$ cat src/rtl/pc_sequencer.sv
`default_nettype none
// ============================================================================
//  Module   : pc_sequencer
//  Purpose  : Program counter owner and instruction-fetch sequencer for the
//             32-bit MIPS core. Picks the next PC from sequential, branch,
//             jump or jump-register sources. Fetches go over a req/ack
//             handshake, and a fetch that waits too long raises a sticky
//             timeout.
//  Options  : PC_ALIGN_CHECK_EN - adds the sticky jr_misalign flag for jr
//             targets that are not word aligned.
//  Revision : 1.0 - initial release
// ============================================================================
module pc_sequencer #(
  parameter logic [31:0] RESET_PC     = 32'h0000_0000,
  parameter int          IMEM_TIMEOUT = 16
) (
  input  logic        clk,
  input  logic        rst_n,
  input  logic        run,
  input  logic        stall,
  input  logic        br_take,
  input  logic [15:0] br_imm,
  input  logic        jmp,
  input  logic [25:0] jmp_target,
  input  logic        jr,
  input  logic [31:0] jr_addr,
  output logic        imem_req,
  output logic [31:0] imem_addr,
  input  logic        imem_ack,
  output logic [31:0] pc,
  output logic [31:0] pc_plus4,
  output logic        instr_valid,
  output logic        timeout
`ifdef PC_ALIGN_CHECK_EN
  ,output logic       jr_misalign
`endif
);

  typedef enum logic [1:0] {
    IDLE  = 2'd0,
    FETCH = 2'd1,
    ISSUE = 2'd2,
    ERROR = 2'd3
  } state_t;

  localparam logic [7:0] TIMEOUT_LAST = 8'(IMEM_TIMEOUT - 1);

  state_t      state, state_nxt;
  logic [7:0]  wait_cnt;
  logic [31:0] next_addr;
  logic [31:0] jr_target;
  logic [31:0] br_offset;
  logic        advance;

  assign pc_plus4 = pc + 32'd4;
  // A new address is taken only when an issued instruction is released.
  assign advance  = (state == ISSUE) && !stall;

  // Next-address select, priority jr > jmp > branch > sequential.
  always_comb begin
    jr_target = jr_addr & 32'hFFFF_FFFC;
    br_offset = {{14{br_imm[15]}}, br_imm, 2'b00};
    next_addr = pc_plus4;
    if (jr)
      next_addr = jr_target;
    else if (jmp)
      next_addr = {pc_plus4[31:28], jmp_target, 2'b00};
    else if (br_take)
      next_addr = pc_plus4 + br_offset;
  end

  // State register.
  always_ff @(posedge clk) begin
    if (!rst_n)
      state <= IDLE;
    else
      state <= state_nxt;
  end

  // Next-state and output decode.
  always_comb begin
    state_nxt   = state;
    imem_req    = 1'b0;
    instr_valid = 1'b0;
    timeout     = 1'b0;
    case (state)
      IDLE: begin
        if (run)
          state_nxt = FETCH;
      end
      FETCH: begin
        imem_req = 1'b1;
        if (imem_ack)
          state_nxt = ISSUE;
        else if (wait_cnt == TIMEOUT_LAST)
          state_nxt = ERROR;
      end
      ISSUE: begin
        instr_valid = 1'b1;
        if (!stall)
          state_nxt = run ? FETCH : IDLE;
      end
      default: begin
        timeout = 1'b1;
      end
    endcase
  end

  // PC, fetch address and fetch-wait counter.
  always_ff @(posedge clk) begin
    if (!rst_n) begin
      pc        <= RESET_PC;
      imem_addr <= RESET_PC;
      wait_cnt  <= 8'd0;
    end else begin
      if (state == FETCH && imem_ack)
        pc <= imem_addr;
      if (advance)
        imem_addr <= next_addr;
      if (state == FETCH && !imem_ack)
        wait_cnt <= wait_cnt + 8'd1;
      else
        wait_cnt <= 8'd0;
    end
  end

`ifdef PC_ALIGN_CHECK_EN
  // Sticky flag for a selected jr whose target is not word aligned.
  always_ff @(posedge clk) begin
    if (!rst_n)
      jr_misalign <= 1'b0;
    else if (advance && jr && (jr_addr[1:0] != 2'b00))
      jr_misalign <= 1'b1;
  end
`else
`endif

endmodule
`default_nettype wire

$ cat config.mk
export PLATFORM = sky130hd
export DESIGN_NAME = pc_sequencer
export DESIGN_NICKNAME = d
export VERILOG_FILES = /design/src/rtl/pc_sequencer.sv
export SDC_FILE = /design/constraint.sdc
export NUM_CORES = 1
export LEC_CHECK = 0
export ABC_AREA = 1
export BUFFER_PORTS_ARGS = -buffer_cell sky130_fd_sc_hd__buf_4
export CORE_UTILIZATION = 54
export DETAILED_ROUTE_END_ITERATION = 8
export PLACE_DENSITY = 0.84
export SLEW_MARGIN = 10
export SYNTH_ARGS = -nofsm -noshare
export SYNTH_HDL_FRONTEND = slang
export SYNTH_SLANG_ARGS = --single-unit
$ cat constraint.sdc
create_clock -name clk -period 3.4 [get_ports clk]
set_input_delay 0.68 -clock clk [delete_from_list [all_inputs] [get_ports clk]]
set_output_delay 0.68 -clock clk [all_outputs]
set_load 0.05 [all_outputs]
# After elaboration in Yosys (flattened, before gate mapping)
# Index checks and enable logic that the tools add are counted.
dict set report op_classes {
  n_mux 12
  reduce_logical 10
  n_addsub 3
  n_eq_ne 6
}
# operator n
set ops {}
lappend ops {{$mux W32} 3}
lappend ops {{$add A32 B3 Y32 const B} 1}
lappend ops {{$add A32 B32 Y32} 1}
lappend ops {{$add A8 B1 Y8 const B} 1}
lappend ops {{$eq A8 B4 Y1 const B} 1}
lappend ops {{$mux W2} 4}
lappend ops {{$pmux W2 S3} 1}
lappend ops {{$mux W1} 4}
lappend ops {{$ne A2 B2 Y1 const B} 2}
lappend ops {{$reduce_and A4 Y1} 1}
lappend ops {{$logic_and A1 B1 Y1} 3}
lappend ops {{$ne A3 B3 Y1 const B} 1}
lappend ops {{$reduce_bool A3 Y1} 1}
lappend ops {{$reduce_or A3 Y1} 1}
lappend ops {{$eq A2 B1 Y1 const B} 1}
lappend ops {{$eq A2 B2 Y1 const B} 1}
lappend ops {{$logic_not A1 Y1} 2}
lappend ops {{$logic_not A2 Y1} 1}
lappend ops {{$reduce_and A2 Y1} 1}
dict set report word_totals {
  inputBits 82
  wordCells 35
  out_inout_bits 99
  reg_bits 74
}

# Depth between registers and ports, before layout
dict set report depth {
  depth_word 5
  ltp_mapped 26
  mapped_depth_nobuf 26
}

# Least setup slack after synthesis
# OpenSTA, ideal clock, no wires.
dict set report synth_timing {
  kind {register to register}
  start {reg pc[2]}
  end {reg imem_addr[17]}
  path_stages_with_launch 22
  setup_time_ps 134
  period_less_slack_ps 3778
  path_buffers 0
  path_slack_ps -378
  t_arrival_ps 3644
  required_time_ps 3266
  cell_sequence {dfxtp_1 -> ha_1 -> nand2_1 -> nor2_2 -> nand2_2 -> nor2_4 -> xor2_1 -> ha_1 -> nand2_1 -> inv_1 -> nand2_1 -> inv_1 -> nand2_1 -> inv_1 -> a21oi_1 -> nor2_1 -> nor2_1 -> nand2_1 -> nand2_1 -> nand2_1 -> nand2_1 -> a21oi_1}
}
dict set report synth_via {
  elab_chain_len 5
}
# item line
set synth_lines {}
lappend synth_lines {{from (decl)} 30} ;# output logic [31:0] pc,
lappend synth_lines {{from (signal assigned)} 117} ;# pc <= imem_addr;
lappend synth_lines {{$add A32 B3 Y32} 55} ;# assign pc_plus4 = pc + 32'd4;
lappend synth_lines {{named net pc_plus4[12]} 31} ;# output logic [31:0] pc_plus4,
lappend synth_lines {{$add A32 B32 Y32} 69} ;# next_addr = pc_plus4 + br_offset;
lappend synth_lines {{$mux W32} 68} ;# else if (br_take)
lappend synth_lines {{$mux W32} 66} ;# else if (jmp)
lappend synth_lines {{$mux W32} 64} ;# if (jr)
lappend synth_lines {{to (signal assigned)} 119} ;# imem_addr <= next_addr;
lappend synth_lines {{to (decl)} 28} ;# output logic [31:0] imem_addr,
# The timed path passes the listed nets, and every way through them passes these cells.
# A chain may end at the register's enable or synchronous reset.

# Worst setup path after layout
dict set report layout_timing {
  start {reg pc[3]}
  end {reg imem_addr[30]}
}
dict set report layout_via {
  elab_chain_len 5
}
# item line
set layout_lines {}
lappend layout_lines {{$add A32 B3 Y32 *} 55}
lappend layout_lines {{$add A32 B32 Y32} 69}
lappend layout_lines {{$mux W32} 68}
lappend layout_lines {{$mux W32 *} 66}
lappend layout_lines {{$mux W32 *} 64}
# Every way passes the cells marked *; elsewhere a longest branch is shown, timed or not.

==> impl_metrics.yaml <==
route:
  wl_per_cell_um: 15.2
  drc: 0
  dr.pass1.iters: 5
  via_per_inst: 5.26
  drtIter0Drc: 620
  vias: 8055
  routed_wirelength_mm: 23.3
  ant_nets: 0
placed_design:
  dp_hpwl_mm: 18.9
  gp_congestion: 0.944
  io_buffers: 178
  placed_cell_area_mm2: 0.00834
  pre_cts_slack_ns: 0.194
critical_path:
  arrival_ns: 3.44
  worst_ep_required_time_ns: 3.66
  crit_type: "reg -> reg"
  endpoint_kind: "register"
  worstSetupStartpointType: "register"
  crit_fanout: 5
  cpPeakStageDelay_ns: 0.35
  cp_slowest_cell: "dfxtp_2"
  crit_chain: "ha_1 > nand2_1 > nor2_4 > nand2_4 > nor2_4 > buf_4 > xor2_4 > ha_1 > nand2_1 > inv_1 > nand2_1 > inv_1 > nand2_1 > nand3_1 > nand3b_1 > nand2_1 > nand2_1 > nand3_1 > nand2_1 > nand2_1 > a21oi_1"
  critPathTopFamily: "simple AND/OR/NAND/NOR gates"
  cp_common_cell: "nand2_1"
  path_buf_inv: 3
synth:
  syn_inst: 1178
  syn_avg_cell_area_um2: 5.71
  synth_area_leaders: "dfxtp_1, nand2_1, nor2_1"
  syn_area_mm2: 0.00672
  ys_types: 44
  synth_largest_area_cell: "dfxtp_1"
  synth_nets: 1302
  yosys_warnings: 0
  ys_ff_latch: 74
  synth-seq-area-share: 0.220
  synth_top_area_share: 0.220
global_route:
  grt_pass1_wl_mm: 36.5
  grt_pass1_vias: 7395
  overflow: 0
  antenna_found_initial: 0
  track_usage: 0.365
  grt_max_degree: 41
cells_and_area:
  seq_area_mm2: 0.00149
  layout-area-overhead-vs-synth_pct: 29.9
  drive_gt1_frac: 0.214
  fin_area_mm2: 0.00874
  multiInputGateArea_mm2: 0.00458
  n_fill_cell: 1063
  nets: 1483
  antenna_cells: 0
  layout_common_cells: "nand2_1, buf_4, inv_1"
  final_common_cell: "nand2_1"
sta:
  skew_ns: 0.00555
  layout_setup_ws_ns: 0.220
  setup_tns_ns: 0
  final_hold_viol_count: 0
  fmax_ghz: 0.314
  setup_viol: 0
  max_slew_margin: 0.470
  fin_crit_sh: 0.935
  worstMarginPinSlew_ns: 0.794
  whs_ns: 0.456
  fin_crit_ns: 3.18
  slew_viol_final: 0
floorplan:
  core_mm2: 0.0121
  dieArea_mm2: 0.0129
  start_util: 0.557
  die_h_um: 114
  pin_count: 181
  die_w_um: 114
  row_count: 40
clocking:
  cts_root_buffer: "clkbuf_16"
  hold_buffers: 0
  clk_latency_ns: 0.33
  htree_num_levels: 3
  tritoncts: "built"
  cts.clk_slew.worst_paths_ns: 0.05
  cts_buffers: 9
  clk_path_buf_depth: 2
  cts_num_sinks: 74
power:
  p_leak_nw: 4.58
  cellPowerDensity_mw_per_mm2: 568
  p_total_w: 0.00497
  peakVddDrop_mv: 0.580
hold_path:
  hold_path_class: "reg -> reg"
job:
  cap_violations: 0
status:
  outcome: "finished clean"
metrics by stage:
stage          cells   util
6_report        1532  0.724
3_5_place_dp    1514  0.691
2_1_floorplan   1178      -
3_3_place_gp    1514  0.691
5_1_grt         1532  0.724
4_1_cts         1530  0.715
cells by family after synthesis:
family,share of synthesized area
flops,0.220
buf+inv,0.124
simple gates,0.413
fa+ha+maj,0.0793
xor+xnor,0.0221
compound gates,0.142
cells in the mapped netlist, drive strengths merged:
cell type    instances
nand2              366
clkinv               1
nor3                13
clkbuf              24
ha                  41
xor2                13
fa                   1
nand4               12
o221ai               7
dlygate4sd3          1
dfxtp               74
xnor2                4
or2                  5
a31oi                1
nor3b                1
nand3b               1
nor4                 1
buf                  7
and2                 2
nand3               83
dlygate4sd1          1
o211ai               5
a211oi               2
inv                172
nor2               179
a21o                 5
a21oi               97
o21bai               4
o21ai               55
where the power goes:
part	leakage (nW)	internal, W	switching [W]
combinational	3.83	0.000896	0.00201
sequential	0.604	0.00101	0.000150
clock	0.143	0.000552	0.000343
per-layer routing:
| metal | part of all wire | up-vias | global-route usage |
|---|---|---|---|
| li1 | - | 4091 | - |
| met1 | 0.43 | 3593 | 0.464 |
| met2 | 0.47 | 317 | 0.622 |
| met3 | 0.065 | 54 | 0.0489 |
| met4 | 0.040 | 0 | 0.152 |
| met5 | 0 | - | 0 |
registers in the layout (all words and copies together), names as in the netlist:
signal	flops
wait_cnt	8
state	2
pc	32
imem_addr	32
worst paths after layout:
kind	startpoint	to	slack, ns	cells past startpoint
setup reg to reg	pc[3]	imem_addr[30]	0.22	21
hold reg to reg	wait_cnt[0]	wait_cnt[0]	0.46	1
setup / recovery	pc[3]	imem_addr[30]	0.22	21
hold / removal	wait_cnt[0]	wait_cnt[0]	0.46	1
layout make-up:
class	instances	area share
clock buffers	14	0.0314
clock inverters	2	0.00115
inverters	173	0.0743
multi-input cells	898	0.524
flip-flops and latches	74	0.171
well taps	168	0.0241
repair buffers	203	0.174
what timing repair did:
| item | in CTS | in global routing |
|---|---|---|
| hold endpoints to repair | 0 | 0 |
| setup endpoints to repair | 0 | 15 |
| buffers inserted | 0 | 2 |
| gates resized for setup | 0 | 31 |
Power figures use the tool's default switching activity.
